$ cat config.mk
export PLATFORM = sky130hd
export DESIGN_NAME = de_packetizer
export DESIGN_NICKNAME = d
export VERILOG_FILES = /design/src/rtl/de_packetizer.sv
export SDC_FILE = /design/constraint.sdc
export NUM_CORES = 1
export LEC_CHECK = 0
export CAP_MARGIN = 10
export CORE_ASPECT_RATIO = 1.5
export CORE_MARGIN = 1
export CORE_UTILIZATION = 45
export CTS_CLUSTER_DIAMETER = 120
export DETAILED_ROUTE_END_ITERATION = 8
export GPL_TIMING_DRIVEN = 0
export PLACE_DENSITY = 0.71
export SLEW_MARGIN = 20
export SYNTH_ARGS = -nofsm -noshare
export SYNTH_HDL_FRONTEND = slang
export SYNTH_SLANG_ARGS = --single-unit
$ cat constraint.sdc
create_clock -name clk -period 3.6 [get_ports clk]
set_input_delay 0.9 -clock clk [delete_from_list [all_inputs] [get_ports clk]]
set_output_delay 0.9 -clock clk [all_outputs]
set_load 0.02 [all_outputs]
$ cat src/rtl/de_packetizer.sv
// NoC egress de-packetizer: serialises 48-bit flits into 16-bit words, word 0 first,
// and marks the final word of a tail flit on packet_end.
`timescale 1ns/1ps

module de_packetizer #(
    parameter int WORD_W = 16,
    parameter int FLIT_W = 3 * WORD_W
) (
    input  logic              clk,
    input  logic              reset,
    input  logic [FLIT_W-1:0] flitoutde,
    output logic [WORD_W-1:0] data_out,
    output logic              packet_end
);

    localparam int HELD_W = 2 * WORD_W + 1;

    typedef enum logic [1:0] {
        IDLE       = 2'd0,
        SEND1      = 2'd1,
        SEND0_PEND = 2'd2
    } state_t;

    state_t              r_state, w_state_next;
    // Held copy keeps only what is still needed: both payload words plus the TAIL bit.
    logic [HELD_W-1:0]   r_held, w_held_next;
    logic [FLIT_W-1:0]   r_last_flit, w_last_flit_next;
    logic                r_have_last, w_have_last_next;
    logic [WORD_W-1:0]   r_data_out, w_data_out_next;
    logic                r_packet_end, w_packet_end_next;

    logic                w_valid;
    logic                w_is_new;
    logic                w_ready;
    logic                w_accept;

    // No input strobe: a flit counts only when VALID is set and it differs from the last one taken.
    assign w_valid  = (flitoutde[WORD_W-1] == 1'b1);
    assign w_is_new = !r_have_last || (flitoutde != r_last_flit);
    assign w_ready  = (r_state == IDLE) || (r_state == SEND1);
    assign w_accept = w_valid && w_is_new && w_ready;

    always_comb begin
        w_state_next      = r_state;
        w_held_next       = r_held;
        w_last_flit_next  = r_last_flit;
        w_have_last_next  = r_have_last;
        w_data_out_next   = '0;
        w_packet_end_next = 1'b0;

        if (w_accept) begin
            w_held_next      = {flitoutde[FLIT_W-1:WORD_W], flitoutde[WORD_W-2]};
            w_last_flit_next = flitoutde;
            w_have_last_next = 1'b1;
        end

        case (r_state)
            IDLE: begin
                if (w_accept) begin
                    w_data_out_next = flitoutde[FLIT_W-1:2*WORD_W];
                    w_state_next    = SEND1;
                end
            end
            SEND1: begin
                w_data_out_next   = r_held[WORD_W:1];
                w_packet_end_next = r_held[0];
                // Accepting here chains straight into the next flit without a bubble.
                w_state_next      = w_accept ? SEND0_PEND : IDLE;
            end
            SEND0_PEND: begin
                w_data_out_next = r_held[HELD_W-1:WORD_W+1];
                w_state_next    = SEND1;
            end
            default: begin
                w_state_next = IDLE;
            end
        endcase
    end

    always_ff @(posedge clk) begin
        if (reset) begin
            r_state      <= IDLE;
            r_held       <= '0;
            r_last_flit  <= '0;
            r_have_last  <= 1'b0;
            r_data_out   <= '0;
            r_packet_end <= 1'b0;
        end else begin
            r_state      <= w_state_next;
            r_held       <= w_held_next;
            r_last_flit  <= w_last_flit_next;
            r_have_last  <= w_have_last_next;
            r_data_out   <= w_data_out_next;
            r_packet_end <= w_packet_end_next;
        end
    end

    assign data_out   = r_data_out;
    assign packet_end = r_packet_end;

endmodule

==> metrics.cfg <==
[logic_synthesis]
async_reset_ff_share_pct=0
synth_top_area_cell=dfxtp_1
synth_ff_type=dfxtp_1
synth_top_area_share_pct=39.4
netlist_instances=367
synth_cell_types=32
synth.most_common_cell=dfxtp_1
synthTopCellsByArea=dfxtp_1 39%, nand2b_1 11%, xor2_1 8.6%
ys_ff_latch=68
ys_seq_area_share_pct=39.4
syn-mean-instance-area_um2=9.41
yosys_warnings=0
synth_edf_count=0
syn_area_mm2=0.00345
yosys-top-cells-count=68 x dfxtp_1, 60 x nand2b_1, 34 x xor2_1
synth_nets=417

[sta]
max_slew_margin_pct=63.5
fin_crit_sh_pct=83.5
clock_skew_ps=11.5
report.final.slew_viol_count=0
hold_viol=0
worst_pin_slew_ps=545
fin_ws_ps=595
setup_viol=0
rsz0062_at_grt=no
layout_min_cycle_time_ps=3010
fmax_ghz=0.333
fin_tns_setup_ps=0

[cts]
htreeDepth=3
cts.repair.resized=0
post_cts.repair.setup_buffers=0
clock_path_buffers=2
cts_buffers=9
cts_hold_buf=0
clkSinkCount=68
cts_root_buf=clkbuf_8
clk-insertion-delay-late_ps=360
cts_tree=yes
clkSlewWorstSetupHoldPaths_ps=70

[routing]
first_pass_iters=4
vias_per_cell=5.30
num_vias=2899
ant_nets=0
wire_per_inst_um=16.6
drc=0
drtIter0Drc=162
routed_wl_um=9090

[layout]
area_growth_syn_to_layout_pct=27.3
diodes=0
drive_gt1_share_pct=12.3
layout.nets=493

[global_route]
grt_start_max_net_pins=11
grt_pass1_vias=2879
grt_pass1_wl_um=14500
grt_use_total_pct=24.4
grt_antenna_before_repair=0
overflow=0

[power_and_ir_drop]
power_density_mw_per_mm2=387
ir_drop_mv=0.213
power.leakage_nw=1.72

[outcome]
run_status=finished clean

[floorplan]
rows=38
floorplan.core_area_mm2=0.00732
dieArea_mm2=0.00804
die_h_um=109
die_w_um=73.5
start_util_pct=47.2
io-pin-count=67

[critical_path]
path_class=input pin to flip-flop
r2r_slack_ps=1250
slowest_stage=or4_4
r2r_end=r_held[29]
cp_max_fo=10
critical_path.max_stage_delay_ps=550
start_kind=input pin
reg2reg_from=r_held[2]
path_buf_inv=2
cp_cell_sequence=clkdlybuf4s50_1 -> xnor2_1 -> o2111ai_1 -> or4_4 -> nor4_4 -> clkbuf_1 -> or3b_2 -> a21oi_1
reg2reg_depth=7
critical_path.top_delay_family=simple AND/OR/NAND/NOR gates
arrival_ps=3220
crit_required_ps=3820
endpoint_kind=flip-flop

[place]
dp_hpwl_um=6750
portBuffers=65
place.gp.congestion=0.824
pre_cts_ws_ps=194

[worst_hold_path]
min_from=r_have_last
hold_class=flip-flop to flip-flop
worstHoldPathCells=1
hold_end=r_have_last

[flow_run]
cap_viol_max_count=0

==> flip-flops by register name (all words and copies together) (netlist names) <==
signal	flops
data_out	16
packet_end	1
r_have_last	1
r_held	33
r_last_flit	15
r_state	2
==> per-stage QoR <==
step	cells	hold WS [ps]	instance area, um2	util, %	total power [mW]
6_report	547	475	4400	60.1	1.70
5_1_grt	547	498	4400	60.1	1.78
4_1_cts	547	475	4400	60.1	1.72
3_5_place_dp	532	457	4230	57.8	1.15
3_3_place_gp	532	447	4230	57.8	1.15
2_1_floorplan	367	443	3450	-	1.01
==> area by class of cell <==
| type | instances | area [um2] |
|---|---|---|
| clock buffer | 13 | 159 |
| multi-input combinational | 265 | 1930 |
| sequential | 68 | 1360 |
| timing repair buffer | 65 | 651 |
| inverter | 5 | 18.8 |
| fill | 705 | 2920 |
| tap | 100 | 125 |
| buffer | 29 | 148 |
| clock inverter | 2 | 10.0 |
==> metal layers <==
metal,vias to the layer above,global-route usage (%),wire length (um)
li1,1425,-,-
met1,1375,29.7,3860
met2,88,42.1,4660
met3,11,4.12,417
met4,0,9.62,152
met5,-,0,0
==> worst max path at each step <==
stage	from	end	slack, ps	depth (start not counted)
global route	flitoutde[17]	r_held[29]	430	8
finish	flitoutde[17]	r_held[29]	590	8
CTS	flitoutde[17]	r_held[27]	570	8
floorplan	flitoutde[17]	r_last_flit[15]	980	8
detailed placement	flitoutde[17]	r_held[27]	190	8
global placement	flitoutde[17]	r_held[29]	220	8
==> layout by cell type, fill, tap and decap left out, types with 16 or more instances in the layout <==
cell / n
a21oi_1: 16
a22oi_1: 16
a31o_2: 16
clkbuf_1: 23
clkdlybuf4s50_1: 65
dfxtp_1: 68
mux2i_1: 29
nand2b_1: 60
nor2_1: 20
or3b_2: 16
xor2_1: 34
==> cell families (layout without fill, tap and decap cells) <==
logic type,count (synthesis),after routing,share of synthesized area (%)
buffers and inverters,34,114,4.82
DFF,68,68,39.4
AOI/OAI and AO/OA,75,75,14.7
xor gates and xnor gates,44,44,11.2
and+or+nand+nor,117,117,21.5
muxes,29,29,8.40
==> power breakdown <==
| part | total (mW) | internal [mW] | switching, mW |
|---|---|---|---|
| registers | 0.833 | 0.798 | 0.0349 |
| clock network | 0.566 | 0.282 | 0.284 |
| logic | 0.305 | 0.160 | 0.145 |
| total | 1.70 | 1.24 | 0.463 |
Note: power is estimated with default switching activity, not from simulation.
